## config.mk

```make
export PLATFORM = sky130hd
export DESIGN_NAME = mem_arbiter
export DESIGN_NICKNAME = d
export VERILOG_FILES = /design/src/rtl/mem_arbiter.sv
export SDC_FILE = /design/constraint.sdc
export NUM_CORES = 1
export LEC_CHECK = 0
export ABC_CLOCK_PERIOD_IN_PS = 2500
export CORE_MARGIN = 5
export CORE_UTILIZATION = 35
export DETAILED_ROUTE_END_ITERATION = 16
export GPL_TIMING_DRIVEN = 0
export PLACE_DENSITY = 0.86
export RECOVER_POWER = 25
export SETUP_SLACK_MARGIN = 0.02
export SLEW_MARGIN = 20
export SYNTH_ARGS = -nofsm -noshare
export SYNTH_HDL_FRONTEND = slang
export SYNTH_SLANG_ARGS = --single-unit
export TNS_END_PERCENT = 10
```

## constraint.sdc

```tcl
create_clock -name clk -period 2.5 [get_ports clk]
set_clock_uncertainty 0.05 [all_clocks]
set_input_delay 0.5 -clock clk [delete_from_list [all_inputs] [get_ports clk]]
set_output_delay 0.5 -clock clk [all_outputs]
set_load 0.05 [all_outputs]
```

## src/rtl/mem_arbiter.sv

```systemverilog
// rtl/mem_arbiter.sv - three-requester memory arbiter with locked bursts (optional ROUND_ROBIN_EN)
module mem_arbiter #(
    parameter int BURST_MAX = 8
) (
    input  logic        clk,
    input  logic        rst,
    input  logic [2:0]  req,
    input  logic [2:0]  lock,
    input  logic [47:0] req_addr,
    input  logic [47:0] req_wdata,
    input  logic [2:0]  req_we,
    output logic [2:0]  gnt,
    output logic [2:0]  ack,
    output logic [15:0] rdata,
    output logic        mem_en,
    output logic        mem_we,
    output logic [15:0] mem_addr,
    output logic [15:0] mem_wdata,
    input  logic [15:0] mem_rdata,
    output logic        busy
);

    typedef enum logic [1:0] {IDLE, ACCESS, RESP} state_t;

    state_t      state;
    logic [1:0]  owner;
    logic [3:0]  burst;
    logic        cur_we;
    logic [1:0]  win;
    logic [1:0]  sel;
    logic [2:0]  others;
    logic        relock;
    logic        start;
    logic        new_grant;

`ifdef ROUND_ROBIN_EN
    logic [1:0]  ptr;
    logic [2:0]  idx;
    logic        found;

    // ptr holds the search start: one past the last winner
    always_comb begin
        win   = 2'd0;
        found = 1'b0;
        idx   = 3'd0;
        for (int k = 0; k < 3; k++) begin
            idx = {1'b0, ptr} + 3'(k);
            if (idx >= 3'd3) idx = idx - 3'd3;
            if (!found && req[idx]) begin
                win   = idx[1:0];
                found = 1'b1;
            end
        end
    end
`else
    always_comb begin
        win = 2'd2;
        if (req[0])      win = 2'd0;
        else if (req[1]) win = 2'd1;
    end
`endif

    always_comb begin
        others    = req & ~(3'b001 << owner);
        relock    = (state == RESP) && lock[owner] && req[owner] &&
                    ((32'(burst) < BURST_MAX) || (others == 3'b000));
        sel       = relock ? owner : win;
        start     = ((state == IDLE) || (state == RESP)) && (relock || (|req));
        new_grant = start && !relock;
    end

    always_ff @(posedge clk or posedge rst) begin
        if (rst) begin
            state     <= IDLE;
            owner     <= 2'd0;
            burst     <= 4'd0;
            cur_we    <= 1'b0;
            gnt       <= 3'b000;
            ack       <= 3'b000;
            rdata     <= 16'h0000;
            mem_en    <= 1'b0;
            mem_we    <= 1'b0;
            mem_addr  <= 16'h0000;
            mem_wdata <= 16'h0000;
            busy      <= 1'b0;
`ifdef ROUND_ROBIN_EN
            ptr       <= 2'd0;
`endif
        end else begin
            ack <= 3'b000;
            case (state)
                IDLE: begin
                    gnt  <= 3'b000;
                    busy <= 1'b0;
                end
                ACCESS: begin
                    mem_en <= 1'b0;
                    mem_we <= 1'b0;
                    state  <= RESP;
                end
                RESP: begin
                    // memory data arrives during RESP, so capture it on the way out
                    ack <= 3'b001 << owner;
                    if (!cur_we) rdata <= mem_rdata;
                    state <= IDLE;
                    gnt   <= 3'b000;
                    busy  <= 1'b0;
                end
                default: state <= IDLE;
            endcase

            if (start) begin
                state     <= ACCESS;
                owner     <= sel;
                gnt       <= 3'b001 << sel;
                busy      <= 1'b1;
                mem_en    <= 1'b1;
                mem_we    <= req_we[sel];
                cur_we    <= req_we[sel];
                mem_addr  <= req_addr[{sel, 4'h0} +: 16];
                mem_wdata <= req_wdata[{sel, 4'h0} +: 16];
                if (new_grant) begin
                    burst <= 4'd0;
`ifdef ROUND_ROBIN_EN
                    ptr   <= (sel == 2'd2) ? 2'd0 : sel + 2'd1;
`endif
                end else if (burst != 4'hF) begin
                    burst <= burst + 4'd1;
                end
            end
        end
    end

endmodule
```

==> impl_results.md <==
* Outcome: finished clean
* Num rows at 34
* Met2 Wirelength at 5470 um
* CP Launch Type: input port
* Min Tclk post-route at roughly 2.4 ns
* Grt total ovfl at 0
* DRT iter0 DRCs at between 150 and 200
* Post-placement cell area at just over 5000 sq um
* Worst-Skew Late Latency at 0.33 ns
* Dominant synthesized flop cell: dfrtp_1
* Worst-Margin Slew at about 1 ns
* CP max stage delay at 0.40 ns
* Fin. max-slew vios at 0
* Clock root buffer: clkbuf_8
* # setup viols final at 0
* Area leader, netlist: dfrtp_1
* Largest net degree at the start of global routing at 46
* Crit path required time at 2.65 ns
* DR vias at approximately 3,200
* Async set-or-reset flop fraction in the synthesized netlist at 100%
* Detailed Route WL at 10,700 um
* PD cells at around 950 nW/um^2
* Slowest cell on crit path: a221o_1
* Pre-Repair DR Iteration Count at 4
* CORE AREA at between 8000 and 9000 sq um
* Drc violations at 0
* Routed length per instance at 17.8 um
* Area grow syn2layout at 70.8%
* Hold Vio Cnt, Final at 0
* CP Data Arrival Time at 2.54 ns
* Syn Area/Cell at 10.7 sq um
* N_diodes at 0
* Worst path top cell family by delay: compound AO/OA/AOI/OAI gates
* Leak at around 2.3 nW
* Die Height at approximately 100 um
* Crit-path max FO at 10
* IO Port Bufs at about 180
* Slew margin rel. at between 30% and 40%
* Die width at around 100 um
* GRT Total Usage at approximately a fifth
* Final instance area at about 5300 sq um
* Post-synth EDFFs at 0
* Hpwl dp at roughly 8300 um
* Synth top area cells: dfrtp_1 (53%), nand3_1 (8.0%), a22oi_1 (7.5%), mux2_2 (6.1%), o21ai_0 (5.3%)
* WL met1 at about 4200 um
* Top sig layer: met4
* Final net count at 613
* Clk sink count at 66
* Vias in the first global route at ~3,400
* Max Cap Violations at 0
* Cell variety after synth at 44
* Share of layout cells above drive strength 1 at between 10% and 20%
* Crit-path most repeated cell: buf_4
* Cells after Synth at between 200 and 300
* Crit. path cell count at 9
* RSZ-0062 raised after global routing: true
* #FFs+latches synth at between 60 and 70
* Reg2Reg Depth at 10
* Setup ws final at about 0.11 ns
* Critical path class: input port to flip-flop
* Post-Syn Area at 3120 sq um
* Post-layout util at between 60% and 70%
* Part of the cycle the worst path needs at between 90% and 100%
* Final antenna-violating net count at 0
* Worst IR Drop VDD at about 0.00047 V
* Fillers at 742
* # IOs at 180
* Hold buffer count at CTS at 0
* Most frequent cells in the layout: clkdlybuf4s50_1 (175), dfrtp_1 (66), nand3_1 (50)
* Bufs on Longest Clock Path at 2
* Die area at about 11,000 sq um
* H-tree depth at 3
* Post-Syn Nets at ~420
* Setup_tns at 0 ns
* Vias per inst at between 5 and 6
* Gpl congestion at about 0.77
* Crit end category: flip-flop
* Met3 routed WL at between 800 and 900 um
* Hold Path Depth at 1
* TritonCTS clock tree: built
* TritonCTS Buffers at 9
* Syn. warnings at 0
* Class of the worst hold path: flip-flop to flip-flop
* Crit-path cells: clkdlybuf4s15_1, nor2_1, a221o_1, o22ai_4, buf_4, mux2i_1, buf_4, a2bb2oi_1, nand3_1
* CP Buf/Inv Count at 3
* Antenna violations before repair at 0
* First-pass GRT wire length at 17,400 um
* Fmax at between 400 and 500 MHz
* Post-synth top area share at between 50% and 60%
* Initial Utilization at 35.8%
* Clk pin slew, worst setup/hold paths at ~0.070 ns
* Post-synthesis sequential area ratio at between 50% and 60%
* Pre-CTS WS at -0.700 ns
* Commonest non-fill, non-tap cell in the layout: clkdlybuf4s50_1
## Yosys cell counts (all sizes together) (2+ instances only)
cell,number
dfrtp,66
nand3,50
o21ai,33
a22oi,31
mux2,17
mux2i,13
buf,11
nand2,11
clkbuf,9
inv,8
nor2,7
a21oi,4
a21o,2
a31oi,2
nor3,2
o22a,2
## repair_timing
item	CTS	global route
cloned	0	0
gates resized for setup	9	13
buffers inserted	6	1
endpoints found under the setup margin	39	33
pin swaps	1	0
## power by group
part	switching [mW]	internal (mW)	leakage [nW]	total (mW)
Sequential	0.179	1.39	0.808	1.57
Clock	0.387	0.440	0.0965	0.826
Combinational	1.64	1.01	1.36	2.65
Total	2.21	2.84	2.26	5.05
## state kept, by name, indices dropped and copies added, names as in the netlist, 2 cells and up
signal	count
burst	4
mem_wdata	16
rdata	16
owner	2
ack	3
gnt	3
mem_addr	16
state	2
## worst paths after layout
kind / start / endpoint / slack, ns
worst max-delay path: req[0] / cur_we / 0.11
worst min-delay path: gnt[0] / gnt[0] / 0.43
worst max register to register: state[0] / mem_wdata[5] / 0.13
worst min register to register: gnt[0] / gnt[0] / 0.43
max in group asynchronous: rst / owner[1] / 0.52
min in group asynchronous: rst / mem_wdata[0] / 0.72
## per-layer routing
| metal | vias up | global-route usage (%) |
|---|---|---|
| met5 | - | 0 |
| met2 | 151 | 32.9 |
| met4 | 0 | 6.75 |
| li1 | 1483 | - |
| met3 | 19 | 6.95 |
| met1 | 1540 | 23.3 |
## cells by family (layout without fill, tap and decap cells)
group | count (synthesis) | count (layout) | share of synthesized area (%)
buf+inv | 28 | 231 | 4.13
mux | 30 | 30 | 10.4
compound gates | 86 | 86 | 19.1
simple gates | 80 | 80 | 13.0
flops | 66 | 66 | 53.0
fa+ha+maj | 1 | 1 | 0.401
## layout make-up
cell class / count / area, sq um / area share (%)
Sequential cell: 66 / 1650 / 31.0
Tap cell: 108 / 135 / 2.54
Clock inverter: 2 / 10.0 / 0.188
Clock buffer: 14 / 173 / 3.24
Multi-Input combinational cell: 197 / 1380 / 25.8
Timing Repair Buffer: 187 / 1850 / 34.6
Buffer: 20 / 105 / 1.97
Inverter: 8 / 31.3 / 0.587
## through the flow
stage	std cells	hold WS, ns	power [mW]
after global placement	578	0.410	4.17
after floorplan	291	0.413	3.21
after global routing	602	0.453	5.31
final	602	0.431	5.05
after CTS	601	0.420	5.11
after detailed placement	579	0.418	4.24
## worst reg2reg max path, delay by kind of cell (launching register included)
kind	cells	cell delay (ns)
DFF	1	0.36
and+or+nand+nor	1	0.42
AOI/OAI and AO/OA	5	0.76
buffers and inverters	4	0.65
Power figures use the tool's default switching activity.
==> RTL change 1, RTL diff (same settings) <==
Reset style: synchronous (`rst`), changed in one clocked block.
--- a/src/rtl/mem_arbiter.sv
+++ b/src/rtl/mem_arbiter.sv
@@ -69,7 +69,7 @@
         new_grant = start && !relock;
     end
 
-    always_ff @(posedge clk or posedge rst) begin
+    always_ff @(posedge clk) begin
         if (rst) begin
             state     <= IDLE;
             owner     <= 2'd0;
Function: differs if rst is asserted again (counterexample within 4 cycles, from zero or initial values and one cycle with rst high); with rst held inactive, the same outputs for 10 cycles.
==> RTL change 1 against the unedited design <==
  * Sequential cell count unchanged
  * Routed wire length up 24%
  * Via count up 28%
  * Worst hold slack worse by 0.023 ns
  * Design area up 9.3%
  * Area after synthesis up 12%
  * Setup slack worse by 0.034 ns
Power is not compared: it rests on default switching activity, and its combinational part moved more than twofold at a synthesized area within 25%.
==> RTL change 1: results (changes against the unedited design) <==
PortBufs 178 (-0.56%); critical path fanouts, max 6 (-4); Hold Slack 0.408 ns (-0.0232 ns); final wirelength 13300 um (+24%); distinct cell type count of the synthesized netlist 48 (+9.1%); initial antenna violation count 1 (+1); largest net degree at the start of global routing 13 (-72%); Mapped Nets 537 (+29%); Net count, final 735 (+20%); Crit path largest cell delay 0.46 ns (+0.06 ns); DRT iter0 DRCs 254 (+68%); Placer Congestion 0.837 (+8.8%); top_reg_cell synth dfxtp_1; Tot GR Track Use 20.8% (+1.1 points); commonest cells in the netlist dfxtp_1, nand2_1, a21oi_1, nor3b_1, a221o_1; flop2flop setup slack 0.18 ns (+0.05 ns); Placement Cell Area 5450 um2 (+7.5%); DP HPWL 10000 um (+20%); startpoint of the worst-slack reg-to-reg timing path owner[1]; Setup WS pre-CTS -0.763 ns (-0.0627 ns); run status finished clean; actual slew at the worst max-slew pin 0.543 ns (-0.440 ns); global-route wire length before repair 19900 um (+14%); worst path arrival time 2.61 ns (+0.07 ns); ranking of synthesized cells by area dfxtp_1, a221o_1, nor3b_1; Hold Startpoint rdata[3]
-- RTL change 1: changes by cell type in the layout (fill, tap and decap cells not counted), moves of 29 or more --
cell / unedited run / this run
dfrtp_1: 66 / 0
dfxtp_1: 0 / 65
nand2_1: 11 / 62
nand3_1: 50 / 4
a21oi_1: 3 / 46
nor3b_1: 1 / 33
a22oi_1: 31 / 0
a221o_1: 1 / 30
-- RTL change 1: routing by layer --
metal	routed length [um]	GRT usage, %	share of wire (%)
met5	0	0	0
met4	267	7.75	2.0
met3	1180	5.82	8.9
met2	6630	35.7	50
met1	5230	24.7	39
-- RTL change 1: worst max path at each step --
stage,start,to,slack [ns]
after global routing,req[0],mem_addr[3],0.01
after floorplan,req[1],mem_addr[10],0.15
final,lock[0],mem_addr[0],0.08
after detailed placement,req[0],mem_addr[12],-0.76
after CTS,owner[1],mem_addr[11],0.04
after global placement,req[0],mem_wdata[14],-0.70
-- RTL change 1: layout make-up --
| type | count | area, um2 |
|---|---|---|
| sequential | 66 | 1320 |
| clock inverter | 7 | 93.8 |
| antenna | 1 | 2.50 |
| buffer | 39 | 251 |
| tap | 133 | 166 |
| timing repair buffer | 188 | 1890 |
| clock buffer | 9 | 124 |
| fill | 886 | 3950 |
| multi-input combinational | 290 | 1910 |
| inverter | 17 | 63.8 |
-- RTL change 1: timing repair --
action / in CTS / in global routing
gates resized for setup: 9 / 10
setup endpoints to repair: 41 / 36
cloned: 0 / 2
setup buffers: 3 / 5
pin swaps: 3 / 13
-- RTL change 1: power breakdown --
group / total (mW) / internal [mW] / leakage, nW / switching [mW]
clock network: 0.993 / 0.559 / 0.105 / 0.434
logic: 0.989 / 0.443 / 1.45 / 0.546
registers: 1.19 / 1.13 / 0.542 / 0.0540
-- RTL change 1: stage by stage --
| step | instances | setup TNS (ns) | utilization [%] |
|---|---|---|---|
| 2_1_floorplan | 413 | 0 | - |
| 3_3_place_gp | 724 | -23.49 | 55.8 |
| 3_5_place_dp | 724 | -25.62 | 55.8 |
| 4_1_cts | 743 | 0 | 58.6 |
| 5_1_grt | 750 | 0 | 59.6 |
| 6_report | 750 | 0 | 59.6 |
-- RTL change 1: cell families (layout without fill, tap and decap cells) --
| kind of cell | count (synthesis) | in the layout | synth area share, % |
|---|---|---|---|
| muxes | 1 | 1 | 0.286 |
| adders and majority gates | 1 | 1 | 0.357 |
| DFF | 66 | 66 | 37.7 |
| other | 0 | 1 | 0 |
| and+or+nand+nor | 172 | 172 | 27.1 |
| buffers and inverters | 57 | 260 | 9.39 |
| AOI/OAI and AO/OA | 116 | 116 | 25.2 |
-- RTL change 1: worst min-delay path: cells and delay by family (launching register included) --
family | cells | cell delay (ns)
flops | 1 | 0.31
compound gates | 1 | 0.06
simple gates | 1 | 0.05
==> RTL change 2, RTL diff (same flow settings) <==
Made on the original files. Set the parameter `BURST_MAX` to 6 (it was 8).
--- a/src/rtl/mem_arbiter.sv
+++ b/src/rtl/mem_arbiter.sv
@@ -1,6 +1,6 @@
 // rtl/mem_arbiter.sv - three-requester memory arbiter with locked bursts (optional ROUND_ROBIN_EN)
 module mem_arbiter #(
-    parameter int BURST_MAX = 8
+    parameter int BURST_MAX = 6
 ) (
     input  logic        clk,
     input  logic        rst,
Behaviour: no difference found for any inputs over 10 cycles, from zero or initial values and one cycle with rst high; that may be too few to reach the edited logic, so the function may still have changed.
==> RTL change 2 against the unedited design <==
  * Sequential power hardly changed
  * Sequential cell count stayed put
  * Area after synthesis rose by 1.9%
  * Design area is 0.47% higher
  * Fmax grew 0.55%
  * Worst hold slack better by 0.0041 ns
  * Setup slack improved by 0.013 ns
  * Routed wire length fell by 1.2%
  * Total power grew 2.2%
  * Largest cell class unchanged
  * Largest power group unchanged
==> RTL change 2: results (changes against the unedited design) <==
number of global-route vias before repair 3325 (-2.3%); mux contribution to synthesized area 11.2% (+0.79 points); hold path cells 1 (unchanged); Hold Startpoint gnt[2]; leakage power 2.32 nW (+2.5%); ys async rst share 100% (unchanged); Peak VDD IR 0.000381 V (-19%); initial antenna violation count 0 (unchanged); commonest cells in the netlist dfrtp_1, nand2_1, a221o_1, a22o_1, inv_1; GRT overflow 0 (unchanged); DRT iter0 DRCs 112 (-26%); Mapped Nets 395 (-4.8%); Synth Area in XOR/XNOR 0% (unchanged); Largest regs mem_addr (16), mem_wdata (16), rdata (16); global-route wire length before repair 17200 um (-1.1%); Setup WS pre-CTS -0.597 ns (+0.103 ns); Hold EP gnt[2]; Via density 5.20 (-2.0%); run status finished clean; Post-Synth Adder-Cell Area 0.394% (-0.0074 points); worst path arrival time 2.54 ns (about the same); final wirelength 10600 um (-1.2%); Syn. warnings 0 (unchanged); Placer Congestion 0.831 (+8.1%); Tot GR Track Use 19.1% (-0.56 points); DP HPWL 8220 um (-1.3%); largest net degree at the start of global routing 56 (+22%); Filler Cell Count 725 (-2.3%); ranking of synthesized cells by area dfrtp_1, a221o_1, a22o_1; distinct cell type count of the synthesized netlist 44 (unchanged); PortBufs 178 (-0.56%); RR Endpoint mem_addr[6]; actual slew at the worst max-slew pin 0.747 ns (-0.236 ns); part of the Yosys area used for sequential elements 52.0% (-0.98 points); Synth Area in Compound Gates 22.5% (+3.4 points); Reg2Reg Depth 8 (-2); clock-pin slew on the worst setup and hold paths 0.08 ns; startpoint of the worst-slack reg-to-reg timing path owner[0]; Net count, final 588 (-4.1%); HP Class register to register; flop2flop setup slack 0.13 ns; share of cells above drive strength 1 11.3% (-1.7 points); ant diodes 0 (unchanged)
RTL change 2: cell types whose count changed after synthesis, moves of 4 or more:
cell,unedited run,this run
o221ai_1,0,12
o21ai_1,0,7
mux2_2,17,7
nand3_1,50,5
a22oi_1,31,1
o21ai_0,33,3
buf_6,0,5
a221o_1,1,20
a22o_1,1,20
nor2_1,7,11
mux2_1,0,10
nand2_1,11,25
inv_1,8,20
RTL change 2: cells by family after synthesis:
logic type                 Yosys count
AOI/OAI and AO/OA                   80
adders and majority gates            1
buffers and inverters               38
DFF                                 66
muxes                               33
and+or+nand+nor                     53
RTL change 2: what timing repair did:
item	4_1_cts	5_1_grt
endpoints found under the setup margin	41	11
setup buffers	3	0
pin swaps	2	0
resized for setup	7	2
RTL change 2: how the worst max path moves through the flow:
stage	from	end	slack, ns	cells after the start
after floorplan	req[0]	mem_addr[0]	0.25	7
after global placement	rst	mem_addr[13]	-0.82	2
after detailed placement	req[1]	mem_wdata[0]	-0.60	7
after CTS	owner[0]	mem_wdata[6]	0.10	7
after global routing	owner[1]	mem_addr[2]	0.007	5
final	owner[0]	mem_addr[6]	0.13	8
RTL change 2: where the power goes:
| group | total, mW | internal, mW | switching (mW) |
|---|---|---|---|
| Clock | 0.916 | 0.469 | 0.446 |
| Sequential | 1.57 | 1.39 | 0.183 |
| Combinational | 2.67 | 1.03 | 1.64 |
RTL change 2: critical path, stage by stage, from the launching register on:
cell and delay (ns):
dfrtp_1 0.36, buf_4 0.16, and2_4 0.15, a2111oi_4 0.42, o32ai_4 0.14, buf_12 0.15, mux2_4 0.31, buf_6 0.15
a221o_1 0.36
RTL change 2: area by class of cell:
class	instances	area, um2	share of cell area, %
inverters	21	80.1	1.50
multi-input cells	167	1350	25.2
clock inverters	7	77.6	1.45
plain buffers	17	115	2.15
clock buffers	9	124	2.31
repair buffers	182	1820	34.0
well taps	108	135	2.53
flip-flops and latches	66	1650	30.9
RTL change 2: per-layer routing:
metal / vias to the layer above / global-route usage, % / routed length, um
li1: 1399 / - / -
met1: 1436 / 22.3 / 4110
met2: 150 / 34.5 / 5440
met3: 14 / 5.38 / 911
met4: 0 / 4.57 / 143
met5: - / 0 / 0
RTL change 2: through the flow:
step           instance area (um2)  hold WS (ns)  std cells  setup TNS [ns]
4_1_cts                       5370         0.370        577               0
3_3_place_gp                  5090         0.413        557          -70.70
5_1_grt                       5350         0.458        577               0
6_report                      5350         0.435        577               0
2_1_floorplan                 3180         0.441        271               0
3_5_place_dp                  5120         0.416        558          -18.56
